**src/rtl/wb_stage.sv**
```systemverilog
// rtl/wb_stage.sv - MEM/WB pipeline buffer, 32x32 register file with write-before-read bypass, retire counter.
module wb_stage #(
  parameter int CNT_W = 32
) (
  input  logic             clk,
  input  logic             reset,
  input  logic             RegWrite_MEM,
  input  logic             RPzero_MEM,
  input  logic             Valid_MEM,
  input  logic [4:0]       Rd_MEM,
  input  logic [31:0]      WBdata_MEM,
  input  logic [4:0]       Rs_D,
  input  logic [4:0]       Rt_D,
  output logic [31:0]      A_D,
  output logic [31:0]      B_D,
  output logic             RegWrite_WB,
  output logic             RPzero_WB,
  output logic [4:0]       Rd_WB,
  output logic [31:0]      WBvalue_WB,
  output logic [CNT_W-1:0] retired_count
);

  logic             regwrite_q, regwrite_d;
  logic             rpzero_q, rpzero_d;
  logic             valid_q, valid_d;
  logic [4:0]       rd_q, rd_d;
  logic [31:0]      wbdata_q, wbdata_d;
  logic [CNT_W-1:0] count_q, count_d;
  logic [31:0]      rf_q [32];
  logic [31:0]      rf_d [32];
  logic             commit_we;

  assign commit_we = regwrite_q && !rpzero_q && (rd_q != 5'd0);

  always_comb begin
    regwrite_d = RegWrite_MEM;
    rpzero_d   = RPzero_MEM;
    valid_d    = Valid_MEM;
    rd_d       = Rd_MEM;
    wbdata_d   = WBdata_MEM;
    count_d    = count_q;
    for (int i = 0; i < 32; i++) begin
      rf_d[i] = rf_q[i];
    end
    if (commit_we) begin
      rf_d[rd_q] = wbdata_q;
    end
    // Stores and branches retire too; only killed slots and bubbles are skipped.
    if (valid_q && !rpzero_q) begin
      count_d = count_q + CNT_W'(1);
    end
  end

  always_ff @(posedge clk or posedge reset) begin
    if (reset) begin
      regwrite_q <= 1'b0;
      rpzero_q   <= 1'b0;
      valid_q    <= 1'b0;
      rd_q       <= 5'd0;
      wbdata_q   <= 32'd0;
      count_q    <= '0;
      for (int i = 0; i < 32; i++) begin
        rf_q[i] <= 32'd0;
      end
    end else begin
      regwrite_q <= regwrite_d;
      rpzero_q   <= rpzero_d;
      valid_q    <= valid_d;
      rd_q       <= rd_d;
      wbdata_q   <= wbdata_d;
      count_q    <= count_d;
      for (int i = 0; i < 32; i++) begin
        rf_q[i] <= rf_d[i];
      end
    end
  end

  // Bypass lets decode see the value committing this cycle without waiting an edge.
  always_comb begin
    A_D = rf_q[Rs_D];
    if (Rs_D == 5'd0) begin
      A_D = 32'd0;
    end else if (commit_we && (rd_q == Rs_D)) begin
      A_D = wbdata_q;
    end
  end

  always_comb begin
    B_D = rf_q[Rt_D];
    if (Rt_D == 5'd0) begin
      B_D = 32'd0;
    end else if (commit_we && (rd_q == Rt_D)) begin
      B_D = wbdata_q;
    end
  end

  assign RegWrite_WB   = regwrite_q;
  assign RPzero_WB     = rpzero_q;
  assign Rd_WB         = rd_q;
  assign WBvalue_WB    = wbdata_q;
  assign retired_count = count_q;

endmodule

```
**config.mk**
```make
export PLATFORM = sky130hd
export DESIGN_NAME = wb_stage
export DESIGN_NICKNAME = d
export VERILOG_FILES = /design/src/rtl/wb_stage.sv
export SDC_FILE = /design/constraint.sdc
export NUM_CORES = 2
export LEC_CHECK = 0
export CAP_MARGIN = 30
export CORE_MARGIN = 2
export CORE_UTILIZATION = 60
export DETAILED_ROUTE_END_ITERATION = 8
export PLACE_DENSITY_LB_ADDON = 0.1
export SYNTH_ARGS = -nofsm -noshare
export SYNTH_HDL_FRONTEND = slang
export SYNTH_SLANG_ARGS = --single-unit
```
**constraint.sdc**
```tcl
create_clock -name clk -period 89.1 [get_ports clk]
set_input_delay 13.365 -clock clk [delete_from_list [all_inputs] [get_ports clk]]
set_output_delay 13.365 -clock clk [all_outputs]
set_load 0.05 [all_outputs]
```
# Word level (Yosys, flattened, before mapping)

Cells that the tools add are included.

Output and inout port bits: 135
Memories kept: 0
Bits in latches: 0
Memory bits (writable): 0
Logic and storage cells: 71
Bits of input ports: 52
Register bits: 1096
ROM bits: 0

Div/mod/pow operators: 0
Mux-type cells: 13
Multipliers: 0
$lt $le $gt $ge: 4
Eq/ne operators: 2
Add/sub/neg operators: 1
Bitwise gates (word level): 3
Shifts and indexed selects: 0
Reduce and logical (&&, ||, !) cells: 10

Operator list:

| cell                                                | number |
|---|---|
| bitwise mux 1024 bit                                | 1 |
| binary-select mux 32 bit (select 5 bit)             | 2 |
| 2-to-1 mux 32 bit                                   | 9 |
| demux 32 bit (select 5 bit)                         | 1 |
| adder 32 x 1 -> 32 bit (second input constant)      | 1 |
| >= comparator 6 bit (second input constant)         | 3 |
| NOT 5 -> 6 bit                                      | 3 |
| equality test 5 bit                                 | 2 |
| zero test 5 bit                                     | 2 |
| logical AND 1 bit                                   | 6 |
| < comparator 6 x 1 -> 1 bit (second input constant) | 1 |
| nonzero test 5 bit                                  | 1 |
| zero test 1 bit                                     | 1 |

# Logic depth before layout (Yosys ltp)

Depth after elaboration: 6
Mapped depth: 11
Gate-level depth less buffers: 6

# Worst setup path before layout

No wires, ideal clock.

Kind: input-to-output
Start: input Rs_D[0]
End: output A_D[4]
Required time: 75.735 ns
Path slack: 59.829 ns
Buffers on the path: 4
Arrival time: 15.906 ns
Stages: 10
Cell sequence: buf_4 > buf_6 > buf_4 > buf_4 > mux2i_1 > a22oi_1 > a2bb2oi_1 > a211oi_1 > a2111oi_0 > a211oi_1

Cells in the longest elaborated chain, start to end: 6
Elaborated cells between the ends (all ways): 9
Those cells by class: eq/ne (1); mux (5); bitwise (1); reduce/logical (2)

RTL lines:

| item                                                 | line | text |
|---|---|---|
| start: declaration                                   | 12   | `input logic [4:0] Rs_D,` |
| NOT 5 -> 6 bit (not written as such)                 | 80   | `A_D = rf_q[Rs_D];` |
| binary-select mux 32 bit (select 5 bit)              | 80   |  |
| 2-to-1 mux 32 bit (not written as such) (2 in a row) | 80   |  |
| 2-to-1 mux 32 bit                                    | 83   | `end else if (commit_we && (rd_q == Rs_D)) begin` |
| 2-to-1 mux 32 bit (*)                                | 81   | `if (Rs_D == 5'd0) begin` |
| end: declaration                                     | 14   | `output logic [31:0] A_D,` |

Every way passes the cells marked *; elsewhere a longest branch is shown, timed or not. The select of a mux whose other input is x is not followed.

# Final worst setup path

Start: input Rs_D[0]
End: output A_D[7]

The elaborated chain is that of the path after synthesis.

==> impl_metrics.env <==
export IMPL_clockPowerShare=0.370
export IMPL_total_power_mw=1.341
export IMPL_met1_usage=0.5011
export IMPL_fin_area_um2=64500
export IMPL_cts_max_path_buffers=3
export IMPL_seqPwrFrac=0.453
export IMPL_status="finished clean"
export IMPL_gp_congestion=0.8111
export IMPL_cts_root_buf="clkbuf_16"
export IMPL_die_h_um=314.1
export IMPL_synth_fp_nets=4044
export IMPL_ir_drop_mv=0.01665
export IMPL_area_growth_pct=11.79
export IMPL_first_pass_iters=6
export IMPL_layout_nets=4033
export IMPL_clk_latency_ns=0.70
export IMPL_coreArea_um2=95150
export IMPL_async_flop_share=1.000
export IMPL_wl_um=171600
export IMPL_track_usage=0.3536
export IMPL_path_max_fanout=81
export IMPL_holdBufCountCts=0
export IMPL_power_share_switching=0.2701
export IMPL_routedWlPerCell_um=32.17
export IMPL_critPathKind="in2out"
export IMPL_antenna_found_initial=7
export IMPL_gr_usage_met2=0.5444
export IMPL_grt_max_degree=124
export IMPL_start_kind="input port"
export IMPL_post_route_drc_count=0
export IMPL_grt_pass1_wl_um=257200
export IMPL_switchingPower_mw=0.3620
export IMPL_syn_area_per_cell_um2=14.46
export IMPL_synth_edf_count=0
export IMPL_powerDensity_nw_per_um2=20.78
export IMPL_maxCapViolCount=0
export IMPL_tightest_slew_ns=1.079
export IMPL_setup_tns_ns=0
export IMPL_setup_worst_path_end_class="output pin"
export IMPL_yosysWarnings=0
export IMPL_drive_gt1_frac=0.4342
export IMPL_grt_overflow=0
export IMPL_cts_htree_levels=3
export IMPL_cts_setup_buffers=0
export IMPL_crit_arrival_ns=18.70
export IMPL_synth_ff_type="dfrtp_1"
export IMPL_fmax_ghz=0.03119
export IMPL_cts_resized=0
export IMPL_finish_utilization=0.6778
export IMPL_finalCritPeriodShare=0.3598
export IMPL_die_area_um2=98660
export IMPL_io_pins=187
export IMPL_rsz0062_at_grt="false"
export IMPL_antenna_left=0
export IMPL_met3_usage=0.07536
export IMPL_hold_viol=0
export IMPL_fp_row_count=113
export IMPL_vias=37830
export IMPL_post_place_cells=5118
export IMPL_grt_busiest_layer="met2"
export IMPL_p_leak_nw=28.83
export IMPL_ys_types=58
export IMPL_stdcell_count=5334
export IMPL_dpl_hpwl_um=94180
export IMPL_critPathRequiredTime_ns=75.74
export IMPL_drt_iter0_drc=4163
export IMPL_cts_sinks=1096
export IMPL_slew_headroom=0.2803
export IMPL_path_clk_slew_ns=0.05
export IMPL_cell_internal_pwr_mw=0.9785
export IMPL_slew_violations=0
export IMPL_min_period_ns=32.06
export IMPL_hold_path_class="reg2reg"
export IMPL_cts_made_buffers=117
export IMPL_comb_power_share=0.177
export IMPL_setup_violations_final=0
export IMPL_syn_area_um2=57700
export IMPL_io_buffers=186
export IMPL_cts_tree="built"
export IMPL_start_util=0.6064
export IMPL_post_drt_via_cell_ratio=7.092
export IMPL_syn_inst=3991
export IMPL_dieWidth_um=314.1
export IMPL_post_dp_cell_area_um2=60390
export IMPL_clock_skew_ns=0.01879
export IMPL_ys_ff_latch=1096
export IMPL_seq_area_frac_synth=0.4754
export IMPL_first_global_vias=38520
==> worst max-delay path: stages <==
cell and delay, ns:
buf_8 0.65, buf_4 0.73, buf_4 0.78, buf_4 0.79, mux4_2 0.61, mux4_2 0.48
a22oi_1 0.29, a21oi_1 0.16, clkdlybuf4s50_1 0.77
==> logic make-up (layout without fill, tap and decap cells) <==
| group | count (synthesis) | count (layout) | share of synthesized area |
|---|---|---|---|
| muxes | 1610 | 1610 | 0.4029 |
| DFF | 1096 | 1096 | 0.4754 |
| buffers and inverters | 445 | 521 | 0.03635 |
| and+or+nand+nor | 400 | 400 | 0.03233 |
| AOI/OAI and AO/OA | 398 | 398 | 0.04662 |
| xor gates and xnor gates | 41 | 41 | 0.006224 |
| adders and majority gates | 1 | 1 | 0.0002168 |
| other | 0 | 2 | 0 |
==> routing by layer <==
metal | wire, um | share of wire | vias up
met1 | 68930 | 0.40 | 20110
li1 | - | - | 15240
met2 | 79320 | 0.46 | 2027
met4 | 6879 | 0.040 | 10
met3 | 16420 | 0.096 | 440
met5 | 56 | 0.00033 | -
==> path summary, 6_finish.rpt <==
path	end	start	slack, ns	depth (start not counted)
min in group asynchronous	rf_q[416]	reset	13.00	2
max in group asynchronous	rf_q[216]	reset	71.58	10
min	rf_q[1023]	rf_q[1023]	0.40	0
max	A_D[7]	Rs_D[0]	57.04	9
max reg2reg	rf_q[617]	Rd_WB[4]	85.42	5
min reg2reg	rf_q[1023]	rf_q[1023]	0.40	0
==> layout make-up <==
| cell class | count | area [um^2] |
|---|---|---|
| clock buffer | 182 | 3557 |
| timing repair buffer | 304 | 3152 |
| clock inverter | 24 | 322.8 |
| sequential | 1096 | 27430 |
| inverter | 11 | 51.30 |
| fill | 6694 | 30650 |
| tap | 1265 | 1583 |
| multi-input combinational | 2450 | 28400 |
| antenna | 2 | 5.005 |
==> Yosys cell counts, types with 2 or more instances <==
library cell / number / area (um^2)
buf_12: 3 / 60.06
or2_2: 4 / 25.02
o2111a_1: 2 / 22.52
o31ai_1: 3 / 22.52
o221ai_1: 4 / 35.03
o2bb2ai_1: 3 / 26.28
a21oi_1: 78 / 390.4
a22oi_1: 42 / 315.3
nor3_1: 6 / 30.03
and4_1: 6 / 52.55
buf_1: 40 / 150.1
a221oi_1: 77 / 674.4
and3_1: 6 / 37.54
mux2i_1: 195 / 1952
nor3_4: 2 / 32.53
nand2b_1: 7 / 43.79
buf_2: 65 / 325.3
nand3b_1: 4 / 30.03
mux2_2: 939 / 10570
buf_4: 20 / 150.1
and2_1: 9 / 56.30
o21ai_0: 108 / 540.5
o32a_1: 2 / 20.02
a221o_1: 9 / 90.09
a31oi_1: 6 / 37.54
buf_6: 22 / 247.7
nand3_1: 29 / 145.1
buf_8: 5 / 75.07
nand2_1: 169 / 634.4
a32o_1: 2 / 20.02
xor2_1: 13 / 113.9
inv_1: 10 / 37.54
xnor2_1: 28 / 245.2
nand4_1: 10 / 62.56
clkbuf_1: 279 / 1047
a211oi_1: 42 / 315.3
mux4_2: 476 / 10720
nor2b_1: 33 / 206.5
a32oi_1: 14 / 122.6
nor3b_1: 5 / 37.54
nand4b_1: 3 / 26.28
nor2_1: 100 / 375.4
dfrtp_1: 1096 / 27430
==> state kept, by name, indices dropped and copies added (netlist names) <==
register / count
retired_count: 32
RegWrite_WB: 1
rf_q: 1024
WBvalue_WB: 32
Rd_WB: 5
RPzero_WB: 1
valid_q: 1
==> power by group through the flow <==
stage / Combinational, mW / Sequential [mW] / Clock [mW]
global route: 0.252 / 0.615 / 0.522
finish: 0.237 / 0.607 / 0.496
global placement: 0.229 / 0.611 / 0
CTS: 0.236 / 0.605 / 0.501
floorplan: 0.178 / 0.606 / 0
detailed placement: 0.235 / 0.614 / 0
==> per-stage QoR <==
step / setup WS [ns] / hold WS, ns
final: 57.04 / 0.3960
after detailed placement: 56.91 / 0.3820
after floorplan: 44.88 / 0.4413
after global routing: 56.49 / 0.4046
after CTS: 56.91 / 0.3963
after global placement: 56.90 / 0.3772
==> placed cells by master, fill, tap and decap left out, types with 77 or more instances in the layout <==
master           netlist  final
buf_4                 20     95
mux4_2               476    476
nand2_1              169    154
a21oi_1               78     78
clkbuf_16              0    121
mux2_2               939    939
a221oi_1              77     77
dfrtp_1             1096   1096
clkdlybuf4s50_1        0    176
o21ai_0              108    108
nor2_1               100     86
mux2i_1              195    195
Power figures use the tool's default switching activity.
